<file path="src/rtl/product_accumulator_pkg.sv">
// ---------------------------------------------------------------------------
// product_acc_pkg
// Purpose : shared types and helpers for the product accumulator slice.
//           - state_e   : frame FSM states (ACCUM collects beats, DONE offers sum)
//           - cnt_width : beat-counter width for a given COUNT ($clog2(COUNT)+1)
//           - default parameter values used by the top and its interface
// Config  : PRODUCT_ACC_SAT_EN is tested only in acc_adder.
// ---------------------------------------------------------------------------
package product_acc_pkg;

   typedef enum logic {
      ACCUM = 1'b0,
      DONE  = 1'b1
   } state_e;

   localparam int PROD_W_DEF = 8;
   localparam int ACC_W_DEF  = 10;
   localparam int COUNT_DEF  = 4;

   // Counter is one bit wider than needed to index COUNT beats so it never wraps.
   function automatic int cnt_width(input int count);
      return $clog2(count) + 1;
   endfunction

   localparam int CNT_W_DEF = cnt_width(COUNT_DEF);

endpackage

</file>
<file path="src/rtl/product_accumulator_if.sv">
// ---------------------------------------------------------------------------
// product_accumulator_if
// Purpose : product input stream and frame-sum output stream of the accumulator.
// Signals : prod_valid/prod_data/prod_ready  - incoming product beats
//           acc_valid/acc_data/acc_overflow/acc_ready - outgoing frame sum
// Modports: master - environment side (drives products, takes sums)
//           slave  - accumulator side
// ---------------------------------------------------------------------------
interface product_accumulator_if #(
   parameter int PROD_W = 8,
   parameter int ACC_W  = 10
);
   logic              prod_valid;
   logic [PROD_W-1:0] prod_data;
   logic              prod_ready;
   logic              acc_valid;
   logic [ACC_W-1:0]  acc_data;
   logic              acc_overflow;
   logic              acc_ready;

   modport master (
      output prod_valid, prod_data, acc_ready,
      input  prod_ready, acc_valid, acc_data, acc_overflow
   );

   modport slave (
      input  prod_valid, prod_data, acc_ready,
      output prod_ready, acc_valid, acc_data, acc_overflow
   );
endinterface

</file>
<file path="src/rtl/product_accumulator_acc_adder.sv">
// ---------------------------------------------------------------------------
// acc_adder
// Purpose : combinational accumulate step. Adds a zero-extended product to the
//           running sum one bit wider than the accumulator; the extra bit is the
//           overflow indication.
// Config  : PRODUCT_ACC_SAT_EN defined   -> sum clamps to all-ones on overflow
//           PRODUCT_ACC_SAT_EN undefined -> sum wraps modulo 2^ACC_W
// Ports   : acc_i  [ACC_W]  current running sum
//           prod_i [PROD_W] product to add
//           sum_o  [ACC_W]  next running sum
//           ovf_o  [1]      carry out of bit ACC_W-1
// ---------------------------------------------------------------------------
module acc_adder #(
   parameter int PROD_W = 8,
   parameter int ACC_W  = 10
) (
   input  logic [ACC_W-1:0]  acc_i,
   input  logic [PROD_W-1:0] prod_i,
   output logic [ACC_W-1:0]  sum_o,
   output logic              ovf_o
);

   localparam logic [ACC_W-1:0] SAT_MAX = '1;

   logic [ACC_W:0] wide_sum;

   assign wide_sum = {1'b0, acc_i} + {{(ACC_W + 1 - PROD_W){1'b0}}, prod_i};
   assign ovf_o    = wide_sum[ACC_W];

`ifdef PRODUCT_ACC_SAT_EN
   // Once clamped, every further add overflows again, so the sum stays at SAT_MAX.
   assign sum_o = wide_sum[ACC_W] ? SAT_MAX : wide_sum[ACC_W-1:0];
`else
   assign sum_o = wide_sum[ACC_W-1:0];
`endif

endmodule

</file>
<file path="src/rtl/product_accumulator.sv">
// ---------------------------------------------------------------------------
// product_accumulator
// Purpose : sums a frame of COUNT consecutive products and hands the sum
//           onward with valid/ready, plus a sticky per-frame overflow flag.
// Config  : PRODUCT_ACC_SAT_EN selects saturating (defined) or wrapping
//           (undefined) accumulation; see acc_adder.
// Ports   : clk   - single clock, rising edge
//           rst   - synchronous active-high reset (highest priority)
//           clear - synchronous frame flush; discards a same-cycle beat/handoff
//           bus   - product_accumulator_if.slave (product in, sum out)
// ---------------------------------------------------------------------------
module product_accumulator
   import product_acc_pkg::*;
#(
   parameter int PROD_W = PROD_W_DEF,
   parameter int ACC_W  = ACC_W_DEF,
   parameter int COUNT  = COUNT_DEF
) (
   input logic                  clk,
   input logic                  rst,
   input logic                  clear,
   product_accumulator_if.slave bus
);

   localparam int CNT_W = cnt_width(COUNT);
   localparam logic [CNT_W-1:0] LAST_BEAT = CNT_W'(COUNT - 1);

   state_e             state_q;
   logic [ACC_W-1:0]   acc_q;
   logic [CNT_W-1:0]   cnt_q;
   logic               ovf_q;
   logic               prod_ready_q;
   logic               acc_valid_q;

   logic [ACC_W-1:0]   sum_d;
   logic               ovf_d;
   logic               beat;

   acc_adder #(
      .PROD_W (PROD_W),
      .ACC_W  (ACC_W)
   ) u_acc_adder (
      .acc_i  (acc_q),
      .prod_i (bus.prod_data),
      .sum_o  (sum_d),
      .ovf_o  (ovf_d)
   );

   // prod_ready_q mirrors the state register, so a beat never depends on acc_ready.
   assign beat = bus.prod_valid & prod_ready_q;

   always_ff @(posedge clk) begin
      if (rst || clear) begin
         state_q      <= ACCUM;
         acc_q        <= '0;
         cnt_q        <= '0;
         ovf_q        <= 1'b0;
         prod_ready_q <= 1'b1;
         acc_valid_q  <= 1'b0;
      end else begin
         unique case (state_q)
            ACCUM: begin
               if (beat) begin
                  acc_q <= sum_d;
                  ovf_q <= ovf_q | ovf_d;
                  cnt_q <= cnt_q + CNT_W'(1);
                  if (cnt_q == LAST_BEAT) begin
                     state_q      <= DONE;
                     prod_ready_q <= 1'b0;
                     acc_valid_q  <= 1'b1;
                  end
               end
            end
            DONE: begin
               if (bus.acc_ready) begin
                  state_q      <= ACCUM;
                  acc_q        <= '0;
                  cnt_q        <= '0;
                  ovf_q        <= 1'b0;
                  prod_ready_q <= 1'b1;
                  acc_valid_q  <= 1'b0;
               end
            end
            default: begin
               state_q      <= ACCUM;
               prod_ready_q <= 1'b1;
               acc_valid_q  <= 1'b0;
            end
         endcase
      end
   end

   assign bus.prod_ready   = prod_ready_q;
   assign bus.acc_valid    = acc_valid_q;
   assign bus.acc_data     = acc_q;
   assign bus.acc_overflow = ovf_q;

endmodule

</file>
<file path="src/flat_wrapper.sv">
// flat-port wrapper written by rule: the top's interface ports become plain ports
module product_accumulator_flat import product_acc_pkg::*;
#(
   parameter int PROD_W = PROD_W_DEF,
   parameter int ACC_W  = ACC_W_DEF,
   parameter int COUNT  = COUNT_DEF
)
  (clk, rst, clear, bus_prod_valid, bus_prod_data, bus_acc_ready, bus_prod_ready, bus_acc_valid, bus_acc_data, bus_acc_overflow);
  product_accumulator_if #(.PROD_W(PROD_W), .ACC_W(ACC_W)) bus_i ();
  input logic clk;
  input logic rst;
  input logic clear;
  input wire logic [$bits(bus_i.prod_valid)-1:0] bus_prod_valid;
  input wire logic [$bits(bus_i.prod_data)-1:0] bus_prod_data;
  input wire logic [$bits(bus_i.acc_ready)-1:0] bus_acc_ready;
  output wire logic [$bits(bus_i.prod_ready)-1:0] bus_prod_ready;
  output wire logic [$bits(bus_i.acc_valid)-1:0] bus_acc_valid;
  output wire logic [$bits(bus_i.acc_data)-1:0] bus_acc_data;
  output wire logic [$bits(bus_i.acc_overflow)-1:0] bus_acc_overflow;
  assign bus_i.prod_valid = bus_prod_valid;
  assign bus_i.prod_data = bus_prod_data;
  assign bus_i.acc_ready = bus_acc_ready;
  assign bus_prod_ready = bus_i.prod_ready;
  assign bus_acc_valid = bus_i.acc_valid;
  assign bus_acc_data = bus_i.acc_data;
  assign bus_acc_overflow = bus_i.acc_overflow;
  product_accumulator #(.PROD_W(PROD_W), .ACC_W(ACC_W), .COUNT(COUNT)) u_core (.clk(clk), .rst(rst), .clear(clear), .bus(bus_i));
endmodule
</file>
<file path="config.mk">
export PLATFORM = sky130hd
export DESIGN_NAME = product_accumulator_flat
export DESIGN_NICKNAME = d
export VERILOG_FILES = /design/src/rtl/product_accumulator_pkg.sv /design/src/rtl/product_accumulator_if.sv /design/src/rtl/product_accumulator_acc_adder.sv /design/src/rtl/product_accumulator.sv /design/src/flat_wrapper.sv
export SDC_FILE = /design/constraint.sdc
export NUM_CORES = 1
export LEC_CHECK = 0
export ABC_AREA = 1
export CORE_ASPECT_RATIO = 1.75
export CORE_MARGIN = 2
export CORE_UTILIZATION = 49
export DETAILED_ROUTE_END_ITERATION = 7
export PLACE_DENSITY = 0.78
export SLEW_MARGIN = 25
export SYNTH_ARGS = -nofsm -noshare
export SYNTH_HDL_FRONTEND = slang
export SYNTH_SLANG_ARGS = --single-unit
</file>
<file path="constraint.sdc">
create_clock -name clk -period 2.32 [get_ports clk]
set_clock_uncertainty 0.1 [all_clocks]
set_input_delay 0.464 -clock clk [delete_from_list [all_inputs] [get_ports clk]]
set_output_delay 0.464 -clock clk [all_outputs]
set_load 0.02 [all_outputs]
</file>
==> reports/results.ini <==
[grt]
grt_pass1_wl_mm = 4.64
antenna_found_initial = 0
track_usage_pct = 24.0
grt_overflow = 0
grt_pass1_vias = 1130
grt_max_degree = 12

[drt]
vias = 1148
ant_nets = 0
drt-vias-per-instance = 5.06
dr.pass1.iters = 4
drtIter0Drc = 29
drc = 0
wl_per_cell_um = 12.0
wirelength_mm = 2.72

[sta]
setup_ws_ps = 192
rsz0062_at_grt = no
drv_slew = 0
min_period_over_period_pct = 91.7
max_freq_ghz = 0.470
hold_ws_ps = 359
slew_headroom_pct = 73.3
worst_slew_pin_slew_ps = 400
fin_crit_ps = 2130
finalSetupViolCount = 0
finalHoldViolCount = 0

[floorplan]
start_util_pct = 51.1
die_h_um = 68.0
ioPinCount = 26
rows = 23
dieArea_um2 = 2760
die_w_um = 40.6
core_area_um2 = 2240

[power_and_ir_drop]
p_per_area_nw_per_um2 = 459
p_leak_nw = 0.694
p_total_mw = 0.675
irDropWorstVdd_mv = 0.579

[synth]
ys_ff_latch = 17
yosysSeqAreaShare_pct = 29.7
netlist_area_um2 = 1150
yosys.cell_count.top_type = nand2_1
synth_edf_count = 0
ys.flop_type = dfxtp_1
synth_top_cells_by_area = dfxtp_1 30%, nand2_1 17%, ha_1 11%
async_reset_ff_share_pct = 0
syn_nets = 197
synth_commonest_cells = 51 x nand2_1, 30 x inv_1, 17 x a21oi_1, 17 x dfxtp_1, 13 x nand3_1
synth_area_leader_cell = dfxtp_1
netlist_instances = 173
yosys_warnings = 0
synth_area_per_cell_um2 = 6.62
synth_cell_types = 24
synth.top_cell.area_share_pct = 29.7

[worst_setup_path]
worstPathMaxFanout = 3
path_common_cell = nand2_1
worstPathRequired_ps = 2370
slowest_stage = clkdlybuf4s50_1
path_cells = clkdlybuf4s50_1 -> ha_1 -> inv_1 -> fa_1 -> inv_1 -> nand2_1 -> o21ai_2 -> nand2_1 -> nand2_1 -> nand3_1 -> nand2_1 -> nor2_2
critPathLaunchType = input port
max_stage_delay_ps = 460
worstSetupPathType = input port to flop
arrival_ps = 2170
setup.worst_path.end_class = flop

[final_layout]
utilization_pct = 65.4
syn2layout_area_growth_pct = 28.2
nFillCells = 211
final_nets = 227
drive_gt1_share_pct = 6.44
diodes = 0

[clock_network]
clkTransAtPathRegs_ps = 60
h-tree-depth = 1
cts_setup_buffers = 0
cts-root-buf = clkbuf_8
hold_buffers = 0
cts_buffers = 3
cts.sinks = 17
clk-insertion-delay-late_ps = 250
tritoncts = built
cts_buffer_depth = 2
cts-resized-gates = 0

[run_status]
outcome = complete, no violations

[placement]
hpwlAfterDp_mm = 2.18
portBuffers = 25
gp_congestion = 0.818
preCtsSetupSlack_ps = -85.1

[run]
maxCapViolCount = 0

[hold_path]
hold_path_class = flop to flop

[sequential cells by signal, indices dropped and copies added (netlist names)]
register / count
u_core.bus.prod_ready: 1
u_core.bus.acc_data: 10
u_core.cnt_q: 3
u_core.bus.acc_valid: 1
u_core.state_q: 1
u_core.bus.acc_overflow: 1
[per-stage QoR]
stage / area (um2) / setup TNS, ps / instances
after floorplan: 1150 / 0 / 173
after global placement: 1420 / -71.1 / 223
after detailed placement: 1420 / -157 / 223
after CTS: 1470 / 0 / 227
after global routing: 1470 / 0 / 227
final: 1470 / 0 / 227
[cell families (layout without fill, tap and decap cells)]
group	count (synthesis)	after routing	synth area share [%]
AO/OA/AOI/OAI	26	26	12.3
AND/OR/NAND/NOR	86	86	33.3
adder cells (fa/ha/maj)	11	11	12.7
flip-flops	17	17	29.7
buffers and inverters	33	62	12.0
[cell type report]
type / instances / area (um2) / area share (%)
Inverter: 31 / 119 / 8.09
Multi-Input combinational cell: 123 / 668 / 45.5
Sequential cell: 17 / 340 / 23.2
Clock buffer: 4 / 45.0 / 3.07
Tap cell: 25 / 31.3 / 2.13
Timing Repair Buffer: 27 / 265 / 18.1
[worst paths after layout]
path | slack [ps] | from | depth (start not counted) | end
worst max-delay path | 190 | bus_prod_data[0] | 12 | u_core.bus.acc_data[8]
worst min-delay path | 360 | u_core.bus.acc_overflow | 2 | u_core.bus.acc_overflow
worst max register to register | 480 | u_core.bus.acc_data[0] | 11 | u_core.bus.acc_data[8]
worst min register to register | 360 | u_core.bus.acc_overflow | 2 | u_core.bus.acc_overflow
[routing by layer]
| layer | wire, um | part of all wire (%) | GRT usage [%] |
|---|---|---|---|
| met3 | 69 | 2.5 | 2.92 |
| met1 | 1030 | 38 | 23.9 |
| met2 | 1560 | 57 | 46.2 |
| met5 | 0 | 0 | 0 |
| met4 | 65 | 2.4 | 8.33 |
[worst max-delay path: cells and delay by family]
family,cells,cell delay (ps)
AO/OA/AOI/OAI,1,150
buffers and inverters,3,600
adder cells (fa/ha/maj),2,530
AND/OR/NAND/NOR,6,430
[power by group]
| part | internal [mW] | total (mW) | leakage (nW) | switching [mW] |
|---|---|---|---|---|
| sequential | 0.299 | 0.305 | 0.138 | 0.00575 |
| clock | 0.122 | 0.227 | 0.0228 | 0.105 |
| combinational | 0.0630 | 0.143 | 0.533 | 0.0803 |
| total | 0.484 | 0.675 | 0.694 | 0.191 |
[placed cells by master, fill, tap and decap left out]
| master | count |
|---|---|
| nand3_1 | 13 |
| clkdlybuf4s50_1 | 25 |
| nor2_4 | 1 |
| clkbuf_1 | 1 |
| nand2_1 | 51 |
| inv_4 | 1 |
| fa_1 | 1 |
| a21boi_0 | 1 |
| inv_1 | 30 |
| clkbuf_8 | 3 |
| o21ai_0 | 4 |
| a21oi_1 | 17 |
| nor2_2 | 1 |
| dfxtp_1 | 17 |
| nand2_4 | 1 |
| nor3b_1 | 1 |
| nor2_1 | 11 |
| buf_4 | 2 |
| nand3b_1 | 3 |
| ha_1 | 10 |
| o21bai_1 | 1 |
| nand4_1 | 1 |
| nand2_2 | 2 |
| o22ai_1 | 2 |
| or2_2 | 1 |
| o21ai_2 | 1 |
No activity file was read; power rests on OpenSTA's default activity.
